===== config.mk =====
export PLATFORM = sky130hd
export DESIGN_NAME = top_bus_regs
export DESIGN_NICKNAME = d
export VERILOG_FILES = /design/src/rtl/top_bus_pkg.sv /design/src/rtl/top_bus_cnt.sv /design/src/rtl/top_bus_regs.sv
export SDC_FILE = /design/constraint.sdc
export NUM_CORES = 1
export LEC_CHECK = 0
export BUFFER_PORTS_ARGS = -buffer_cell sky130_fd_sc_hd__clkbuf_2
export CAP_MARGIN = 20
export CELL_PAD_IN_SITES_DETAIL_PLACEMENT = 0
export CELL_PAD_IN_SITES_GLOBAL_PLACEMENT = 2
export CORE_ASPECT_RATIO = 0.7
export CORE_MARGIN = 10
export CORE_UTILIZATION = 24
export DETAILED_ROUTE_END_ITERATION = 10
export PLACE_DENSITY = 0.84
export SLEW_MARGIN = 20
export SYNTH_ARGS = -nofsm -noshare
export SYNTH_HDL_FRONTEND = slang
export SYNTH_HIERARCHICAL = 1
export SYNTH_SLANG_ARGS = --single-unit

===== constraint.sdc =====
create_clock -name main_clk_i -period 5.45 [get_ports main_clk_i]
set_input_delay 0.2725 -clock main_clk_i [delete_from_list [all_inputs] [get_ports main_clk_i]]
set_output_delay 0.2725 -clock main_clk_i [all_outputs]
set_load 0.05 [all_outputs]

===== src/rtl/top_bus_pkg.sv =====
// Shared types and constants for the bus-slave register stage.
package top_bus_pkg;

  // Bus transfer type
  typedef enum logic [1:0] {
    TRANS_IDLE   = 2'd0,
    TRANS_BUSY   = 2'd1,
    TRANS_NONSEQ = 2'd2,
    TRANS_SEQ    = 2'd3
  } trans_e;

  // Response codes
  localparam logic RESP_OKAY  = 1'b0;
  localparam logic RESP_ERROR = 1'b1;

  // Register offsets (addr[3:0])
  localparam logic [3:0] REG_CTRL   = 4'h0;
  localparam logic [3:0] REG_LIMIT  = 4'h4;
  localparam logic [3:0] REG_CNT    = 4'h8;
  localparam logic [3:0] REG_STATUS = 4'hC;

  // CTRL / STATUS bit positions
  localparam int CTRL_ENA    = 0;
  localparam int CTRL_IRQ_EN = 1;
  localparam int CTRL_CLR    = 2;
  localparam int STATUS_WRAP = 0;

  // Response FSM
  typedef enum logic [1:0] {
    RS_OKAY = 2'd0,
    RS_ERR1 = 2'd1,
    RS_ERR2 = 2'd2
  } resp_state_e;

  // Clamp a written LIMIT value to the largest legal limit
  function automatic logic [31:0] sat_limit(input logic [31:0] value, input logic [31:0] max);
    return (value > max) ? max : value;
  endfunction

endpackage


===== src/rtl/top_bus_cnt.sv =====
// Wrapping cycle counter: counts while enabled, returns to 0 once it has
// reached the limit, and flags that wrap with a one-cycle pulse.
module top_bus_cnt #(
  parameter int width_p = 4
) (
  input  logic               clk,
  input  logic               rst_n,
  input  logic               ena,
  input  logic               clr,
  input  logic [width_p-1:0] limit,
  output logic [width_p-1:0] cnt,
  output logic               wrap_pulse
);

  // Wrap decision for the current cycle; clear suppresses it
  assign wrap_pulse = ~clr & ena & (cnt >= limit);

  // Counter state: clear beats increment, wrap returns to 0
  always_ff @(posedge clk or negedge rst_n) begin
    if (!rst_n) begin
      cnt <= '0;
    end else if (clr || wrap_pulse) begin
      cnt <= '0;
    end else if (ena) begin
      cnt <= cnt + 1'b1;
    end
  end

endmodule


===== src/rtl/top_bus_regs.sv =====
// Bus-slave register stage: decodes AHB-lite style transfers into the
// CTRL/LIMIT/CNT/STATUS register set and owns the wrap counter.
//
// Handshake: an address phase is taken when bus_trans_i is NONSEQ/SEQ and
// bus_ready_o is 1 in that cycle. The next cycle is its data phase: write
// data is sampled there and read data is presented there. OKAY transfers
// never stall; an ERROR holds ready low for one cycle (ERR1) and completes
// with ready high (ERR2), both with resp=1.
module top_bus_regs
  import top_bus_pkg::*;
#(
  parameter int param_p = 10,
  parameter int width_p = $clog2(param_p + 1)
) (
  input  logic               main_clk_i,
  input  logic               main_rst_an_i,
  input  logic [1:0]         bus_trans_i,
  input  logic [31:0]        bus_addr_i,
  input  logic               bus_write_i,
  input  logic [31:0]        bus_wdata_i,
  output logic               bus_ready_o,
  output logic               bus_resp_o,
  output logic [31:0]        bus_rdata_o,
  output logic [width_p-1:0] cnt_o,
  output logic               irq_o,
  output resp_state_e        resp_state_o
);

  trans_e             trans;
  logic               addr_acc;
  logic               addr_err;
  logic               dp_wr;
  logic [3:0]         dp_off;
  logic               wr_ctrl, wr_limit, wr_status;
  logic               ena_q, irq_en_q, wrap_q, wrap_d;
  logic [width_p-1:0] limit_q, limit_new;
  logic               clr, wrap_pulse;
  logic [31:0]        rd_val;
  resp_state_e        state;

  assign trans    = trans_e'(bus_trans_i);
  assign addr_acc = ((trans == TRANS_NONSEQ) || (trans == TRANS_SEQ)) && bus_ready_o;
  assign addr_err = (bus_addr_i[31:4] != 28'd0) || (bus_addr_i[1:0] != 2'd0) ||
                    (bus_write_i && (bus_addr_i[3:0] == REG_CNT));

  // Data-phase write strobes and the values they produce
  assign wr_ctrl   = dp_wr && (dp_off == REG_CTRL);
  assign wr_limit  = dp_wr && (dp_off == REG_LIMIT);
  assign wr_status = dp_wr && (dp_off == REG_STATUS);
  assign limit_new = width_p'(sat_limit(bus_wdata_i, 32'(param_p)));
  assign clr       = wr_ctrl & bus_wdata_i[CTRL_CLR];
  // Hardware wrap set wins over a software W1C in the same cycle
  assign wrap_d    = wrap_pulse | (wrap_q & ~(wr_status & bus_wdata_i[STATUS_WRAP]));

  assign resp_state_o = state;

  top_bus_cnt #(.width_p(width_p)) u_cnt (
    .clk        (main_clk_i),
    .rst_n      (main_rst_an_i),
    .ena        (ena_q),
    .clr        (clr),
    .limit      (limit_q),
    .cnt        (cnt_o),
    .wrap_pulse (wrap_pulse)
  );

  // Remember an accepted, error-free write so its data phase can commit it
  always_ff @(posedge main_clk_i or negedge main_rst_an_i) begin
    if (!main_rst_an_i) begin
      dp_wr  <= 1'b0;
      dp_off <= 4'h0;
    end else begin
      dp_wr  <= addr_acc && !addr_err && bus_write_i;
      dp_off <= bus_addr_i[3:0];
    end
  end

  // Register file: commits writes at the end of the data phase
  always_ff @(posedge main_clk_i or negedge main_rst_an_i) begin
    if (!main_rst_an_i) begin
      ena_q    <= 1'b0;
      irq_en_q <= 1'b0;
      limit_q  <= width_p'(param_p);
      wrap_q   <= 1'b0;
      irq_o    <= 1'b0;
    end else begin
      if (wr_ctrl) begin
        ena_q    <= bus_wdata_i[CTRL_ENA];
        irq_en_q <= bus_wdata_i[CTRL_IRQ_EN];
      end
      if (wr_limit) begin
        limit_q <= limit_new;
      end
      wrap_q <= wrap_d;
      irq_o  <= wrap_q & irq_en_q;
    end
  end

  // Read mux; a write still in its data phase is forwarded from wdata
  always_comb begin
    rd_val = 32'd0;
    case (bus_addr_i[3:0])
      REG_CTRL: begin
        rd_val[CTRL_ENA]    = wr_ctrl ? bus_wdata_i[CTRL_ENA]    : ena_q;
        rd_val[CTRL_IRQ_EN] = wr_ctrl ? bus_wdata_i[CTRL_IRQ_EN] : irq_en_q;
      end
      REG_LIMIT:  rd_val = wr_limit ? 32'(limit_new) : 32'(limit_q);
      REG_CNT:    rd_val = 32'(cnt_o);
      REG_STATUS: rd_val[STATUS_WRAP] = wr_status ? wrap_d : wrap_q;
      default:    rd_val = 32'd0;
    endcase
  end

  // Registered read data: loaded on an accepted read, zeroed on an error
  always_ff @(posedge main_clk_i or negedge main_rst_an_i) begin
    if (!main_rst_an_i) begin
      bus_rdata_o <= 32'd0;
    end else if (addr_acc) begin
      if (addr_err) begin
        bus_rdata_o <= 32'd0;
      end else if (!bus_write_i) begin
        bus_rdata_o <= rd_val;
      end
    end
  end

  // Response FSM with registered ready/resp
  always_ff @(posedge main_clk_i or negedge main_rst_an_i) begin
    if (!main_rst_an_i) begin
      state       <= RS_OKAY;
      bus_ready_o <= 1'b1;
      bus_resp_o  <= RESP_OKAY;
    end else begin
      case (state)
        RS_ERR1: begin
          state       <= RS_ERR2;
          bus_ready_o <= 1'b1;
          bus_resp_o  <= RESP_ERROR;
        end
        default: begin
          if (addr_acc && addr_err) begin
            state       <= RS_ERR1;
            bus_ready_o <= 1'b0;
            bus_resp_o  <= RESP_ERROR;
          end else begin
            state       <= RS_OKAY;
            bus_ready_o <= 1'b1;
            bus_resp_o  <= RESP_OKAY;
          end
        end
      endcase
    end
  end

endmodule


After elaboration in Yosys (flattened, before gate mapping)
Cells that the tools add are included.
{"block": "word_totals", "register_bits": 53, "latch_bits": 0, "ram_bits": 0, "mem_bits_ro": 0, "inputBits": 69, "output_inout_bits": 41, "word_cells": 70, "mem_count": 0}
{"block": "classes", "add_sub_neg": 1, "n_mul": 0, "n_div": 0, "n_lt_le_gt_ge": 2, "eq_ne": 9, "n_shift": 0, "mux": 18, "n_bitwise": 9, "n_reduce_logical": 19}
{"op": "2-to-1 mux 32 bit", "n": 2}
{"op": "> comparator 32 x 4 -> 1 bit, second input constant", "n": 1}
{"op": "nonzero test 28 bit", "n": 1}
{"op": "2-to-1 mux 4 bit", "n": 4}
{"op": "== test 4 bit, second input constant", "n": 3}
{"op": "== test 4 x 3 -> 1 bit, second input constant", "n": 2}
{"op": "logical AND 1 bit", "n": 8}
{"op": "logical NOT 4 bit", "n": 2}
{"op": "2-to-1 mux 1 bit", "n": 8}
{"op": "bitwise AND 1 bit", "n": 6}
{"op": "adder 4 x 1 -> 4 bit, second input constant", "n": 1}
{"op": "== test 2 bit, second input constant", "n": 2}
{"op": "greater-or-equal comparator 4 bit", "n": 1}
{"op": "logical OR 1 bit", "n": 4}
{"op": "one-hot mux 1 bit (4 select lines)", "n": 1}
{"op": "one-hot mux 2 bit (2 select lines)", "n": 1}
{"op": "nonzero test 2 bit", "n": 2}
{"op": "one-hot mux 1 bit (3 select lines)", "n": 1}
{"op": "== test 2 x 1 -> 1 bit, second input constant", "n": 1}
{"op": "2-to-1 mux 2 bit", "n": 1}
{"op": "!= test 2 x 1 -> 1 bit, second input constant", "n": 1}
{"op": "inverter 1 bit", "n": 2}
{"op": "AND reduction 2 bit", "n": 1}
{"op": "logical NOT 1 bit", "n": 1}
{"op": "bitwise OR 1 bit", "n": 1}

Logic depth before layout (Yosys ltp)
{"block": "depth", "word_depth": 11, "mapped_depth": 10, "depth_no_buf": 10}

Modules after synthesis
The synthesis kept the hierarchy.
{"module": "top_bus_regs", "n_inst": 1, "cells_per_inst": 135, "area_per_inst_um2": 1331.3, "seq_area_each_um2": 529.3}
{"module": "top_bus_cnt", "n_inst": 1, "cells_per_inst": 36, "area_per_inst_um2": 345.3, "seq_area_each_um2": 100.1}

Worst setup path after synthesis
Ideal clock, no wire load.
{"block": "synth_path", "path_kind": "register to register", "startpoint": "reg u_cnt.cnt[0]", "endpoint": "reg bus_rdata_o[0]", "setup_time_ns": 0.128, "arrival_time_ns": 2.203, "t_required_ns": 5.322, "slack_ns": 3.120, "stages_incl_launch_ff": 11, "path_buffers": 0, "path_cell_list": "dfrtp_1 -> inv_1 -> ha_1 -> nand2b_4 -> a2111oi_4 -> nor4b_1 -> nand2_1 -> o2bb2a_1 -> a21oi_1 -> o21ai_0 -> nand3_1"}
{"block": "synth_between", "elab_chain_cells": 7}
{"item": "start: declaration", "line_no": "top_bus_cnt.sv:11", "rtl": "output logic [width_p-1:0] cnt,"}
{"item": "start signal: assignment", "line_no": "top_bus_cnt.sv:25", "rtl": "cnt <= cnt + 1'b1;"}
{"item": "greater-or-equal comparator 4 bit", "line_no": "top_bus_cnt.sv:16", "rtl": "assign wrap_pulse = ~clr & ena & (cnt >= limit);"}
{"item": "bitwise AND 1 bit", "line_no": "top_bus_cnt.sv:16"}
{"item": "named net wrap_pulse", "line_no": "top_bus_regs.sv:37", "rtl": "logic clr, wrap_pulse;"}
{"item": "bitwise OR 1 bit", "line_no": "top_bus_regs.sv:53", "rtl": "assign wrap_d = wrap_pulse | (wrap_q & ~(wr_status & bus_wdata_i[STATUS_WRAP]));"}
{"item": "2-to-1 mux 1 bit", "line_no": "top_bus_regs.sv:109", "rtl": "REG_STATUS: rd_val[STATUS_WRAP] = wr_status ? wrap_d : wrap_q;"}
{"item": "one-hot mux 1 bit (4 select lines)", "line_no": "top_bus_regs.sv:102", "rtl": "case (bus_addr_i[3:0])"}
{"item": "2-to-1 mux 32 bit", "line_no": "top_bus_regs.sv:121", "rtl": "end else if (!bus_write_i) begin"}
{"item": "2-to-1 mux 32 bit", "line_no": "top_bus_regs.sv:119", "rtl": "if (addr_err) begin"}
{"item": "end signal: assignment", "line_no": "top_bus_regs.sv:122", "rtl": "bus_rdata_o <= rd_val;"}
{"item": "end: declaration", "line_no": "top_bus_regs.sv:23", "rtl": "output logic [31:0] bus_rdata_o,"}
The timed path passes the listed nets, and every way through them passes these cells. The select of a mux whose other input is x is not followed.
A chain may end at the register's enable or synchronous reset.

Worst setup path after layout
{"block": "layout_path", "startpoint": "reg dp_off[1]", "endpoint": "reg bus_rdata_o[0]"}
{"block": "layout_between", "elab_chain_cells": 11}
{"item": "start: declaration", "line_no": "top_bus_regs.sv:33", "rtl": "logic [3:0] dp_off;"}
{"item": "start signal: assignment", "line_no": "top_bus_regs.sv:74", "rtl": "dp_off <= bus_addr_i[3:0];"}
{"item": "logical NOT 4 bit", "line_no": "top_bus_regs.sv:47", "rtl": "assign wr_ctrl = dp_wr && (dp_off == REG_CTRL);"}
{"item": "logical AND 1 bit", "line_no": "top_bus_regs.sv:47"}
{"item": "bitwise AND 1 bit", "line_no": "top_bus_regs.sv:51", "rtl": "assign clr = wr_ctrl & bus_wdata_i[CTRL_CLR];"}
{"item": "named net clr", "line_no": "top_bus_regs.sv:37"}
{"item": "inverter 1 bit", "line_no": "top_bus_cnt.sv:16"}
{"item": "bitwise AND 1 bit (2 in series)", "line_no": "top_bus_cnt.sv:16"}
{"item": "named net wrap_pulse", "line_no": "top_bus_regs.sv:37"}
{"item": "bitwise OR 1 bit", "line_no": "top_bus_regs.sv:53"}
{"item": "2-to-1 mux 1 bit", "line_no": "top_bus_regs.sv:109"}
{"item": "one-hot mux 1 bit (4 select lines)", "line_no": "top_bus_regs.sv:102"}
{"item": "2-to-1 mux 32 bit", "line_no": "top_bus_regs.sv:121"}
{"item": "2-to-1 mux 32 bit", "line_no": "top_bus_regs.sv:119"}
The timed path passes the listed nets, and every way through them passes these cells. The select of a mux whose other input is x is not followed.

==> out/metrics.cfg <==
[drt]
num_vias=1522
ant_nets=0
dr.pass1.iters=4
drc_errors=0
totalWireLength_um=5090
drt_iter0_markers=93
avgRoutedWirePerCell_um=14.6
vias_per_cell=4.37

[clock_tree]
cts-hold-fix-buffers=0
clkSinkCount=25
cts_buffer_depth=2
htreeDepth=1
clk_latency_ns=0.28
cts_tree=done
path_clk_slew_ns=0.10
cts_made_buffers=3
cts_setup_buffers=0
root_buffer=clkbuf_8
post_cts_resized=0

[worst_setup_path]
critPathRequiredTime_ns=5.62
crit_type=reg2reg
worstPathArrival_ns=2.57
cp-start-kind=flip-flop
r2r_start=dp_off[1]
r2r_setup_slack_ns=3.05
r2r_cells=8
critPathSlowestCell=or4b_4
path_buf_inv=0
endpoint_kind=flip-flop
worstPathMaxFanout=5
critPathMaxStageDelay_ns=0.57
path_cells=or4b_4 > nor3_1 > nor4b_1 > nand2_1 > o2bb2a_1 > a21oi_1 > o21ai_0 > nand3_1
rr_endpoint=bus_rdata_o[0]
crit_family=simple AND/OR/NAND/NOR gates

[yosys]
ys_ff_latch=25
synth_cell_types=43
yosysTopAreaCell=dfrtp_1
synthDominantCellAreaShare=0.328
yosys.area_share.simple=0.282
synthFlopType=dfrtp_1
synth-edff-count=0
synth_fa_ha_area_frac=0.0373
netlist_top_cells_count=buf_4 (28), dfrtp_1 (22), nor4_1 (16)
async_flop_share=1.00
ys_seq_area_frac=0.375
synth_compound_area_frac=0.160
ys_warn_count=6
synth_xor_area_frac=0
netlist_area_um2=1680
synth_top_family_by_area=simple AND/OR/NAND/NOR gates
synth.most_common_cell=buf_4
syn_area_per_cell_um2=9.80
synth_cells=171
ys_top_cells_by_area=dfrtp_1 (33%), buf_4 (13%), nor4_1 (6.0%), dfstp_2 (4.7%), ha_1 (3.7%)
synthMuxAreaShare=0

[timing]
fin_crit_sh=0.440
fmax_ghz=0.417
tightestPinTransition_ns=0.643
relSlewSlack=0.568
drv_slew=0
rsz0062_at_grt=false
min_period_ns=2.40
tns_ns=0
setup_violations=0
fin_ws_ns=3.05
hold_viol=0
clock_skew_ns=0.00843

[placed_design]
dpl_cell_area_um2=2090
dp_hpwl_um=4410
dp_slack_ns=3.05
gp_congestion=0.795
portBuffers=80

[global_route]
grt_usage=0.0902
grt_overflow=0
grt_pass1_vias=1666
grt_max_degree=26
grt_pass1_wl_um=8240
antenna_found_initial=0

[floorplanning]
die_area_um2=10800
rows=25
coreArea_um2=6760
initial_core_util=0.248
chipWidth_um=120
io_pins=110
dieHeight_um=89.9

[power_and_ir_drop]
pwr_density_cell_nw_per_um2=292
leakagePower_nw=1.03
peakVddDrop_mv=0.193
power_w=0.000624

[status]
status=completed

[layout]
drive_above_1_share=0.394
fin_nets=329
n_antenna_cell=0
design_area_um2=2140
fillers=744
area_growth_pct=27.4

[hold_path]
worstHoldPathType=in2async

[flow_run]
drv_cap=0

==> worst register-to-register path: cells and delay by family, from the launching register on <==
kind,cells,cell delay [ns]
AND/OR/NAND/NOR,5,1.45
flip-flops,1,0.43
AO/OA/AOI/OAI,3,0.40
==> report_power, final <==
part / switching [W] / internal, W / leakage (nW) / total, W
Sequential: 0.0000328 / 0.000207 / 0.298 / 0.000240
Clock: 0.0000650 / 0.0000537 / 0.0261 / 0.000119
Combinational: 0.000183 / 0.0000832 / 0.702 / 0.000266
==> how the worst max path moves through the flow <==
stage               slack [ns]              to  cells past startpoint          from
floorplan                 3.12  bus_rdata_o[0]                     10  u_cnt/cnt[0]
global placement          3.12  bus_rdata_o[0]                      8     dp_off[1]
detailed placement        3.05  bus_rdata_o[0]                      8     dp_off[1]
CTS                       3.02  bus_rdata_o[0]                      8     dp_off[1]
global route              2.75  bus_rdata_o[0]                      8     dp_off[3]
finish                    3.05  bus_rdata_o[0]                      8     dp_off[1]
==> stage by stage <==
stage | instances | hold slack [ns] | utilization
2_1_floorplan | 198 | -0.0231 | -
3_3_place_gp | 344 | 0.333 | 0.309
3_5_place_dp | 344 | 0.337 | 0.309
4_1_cts | 348 | 0.0213 | 0.316
5_1_grt | 348 | 0.0500 | 0.316
6_report | 348 | 0.00394 | 0.316
==> cell type report <==
| class | instances | area [um2] | share of cell area |
|---|---|---|---|
| inverter | 8 | 30.0 | 0.0141 |
| timing repair buffer | 80 | 400 | 0.187 |
| clock inverter | 1 | 8.76 | 0.00410 |
| clock buffer | 3 | 41.3 | 0.0193 |
| tap | 94 | 118 | 0.0551 |
| multi-input combinational | 137 | 908 | 0.425 |
| sequential | 25 | 629 | 0.295 |
==> routing by layer <==
metal	wire, um	GRT usage	vias to the layer above	share of wire
met5	0	0	-	0
met4	22	0.0130	0	0.0043
met3	530	0.0412	5	0.10
met2	2220	0.139	72	0.44
met1	2320	0.115	696	0.45
li1	-	-	749	-
==> state kept, by name, indices dropped and copies added, names as in the netlist <==
signal,cells
dp_wr,1
bus_ready_o,1
wrap_q,1
dp_off,4
bus_resp_o,1
ena_q,1
limit_q,4
u_cnt/cnt,4
irq_en_q,1
bus_rdata_o,4
resp_state_o,2
irq_o,1
==> cells by family after synthesis <==
kind of cell	Yosys count
flip-flops	25
AO/OA/AOI/OAI	35
AND/OR/NAND/NOR	69
adder cells (fa/ha/maj)	5
buffers and inverters	36
other	1
==> placed cells by master (no fill, tap or decap), types with 5 or more instances in the layout <==
cell type / instances
clkbuf_2: 80
conb_1: 28
dfrtp_1: 22
nor4_1: 16
o21ai_0: 9
nand2_1: 8
nor2_1: 8
inv_1: 8
nand2b_1: 7
a21oi_1: 6
nand3_1: 5
ha_1: 5
Note: power is estimated with default switching activity, not from simulation.
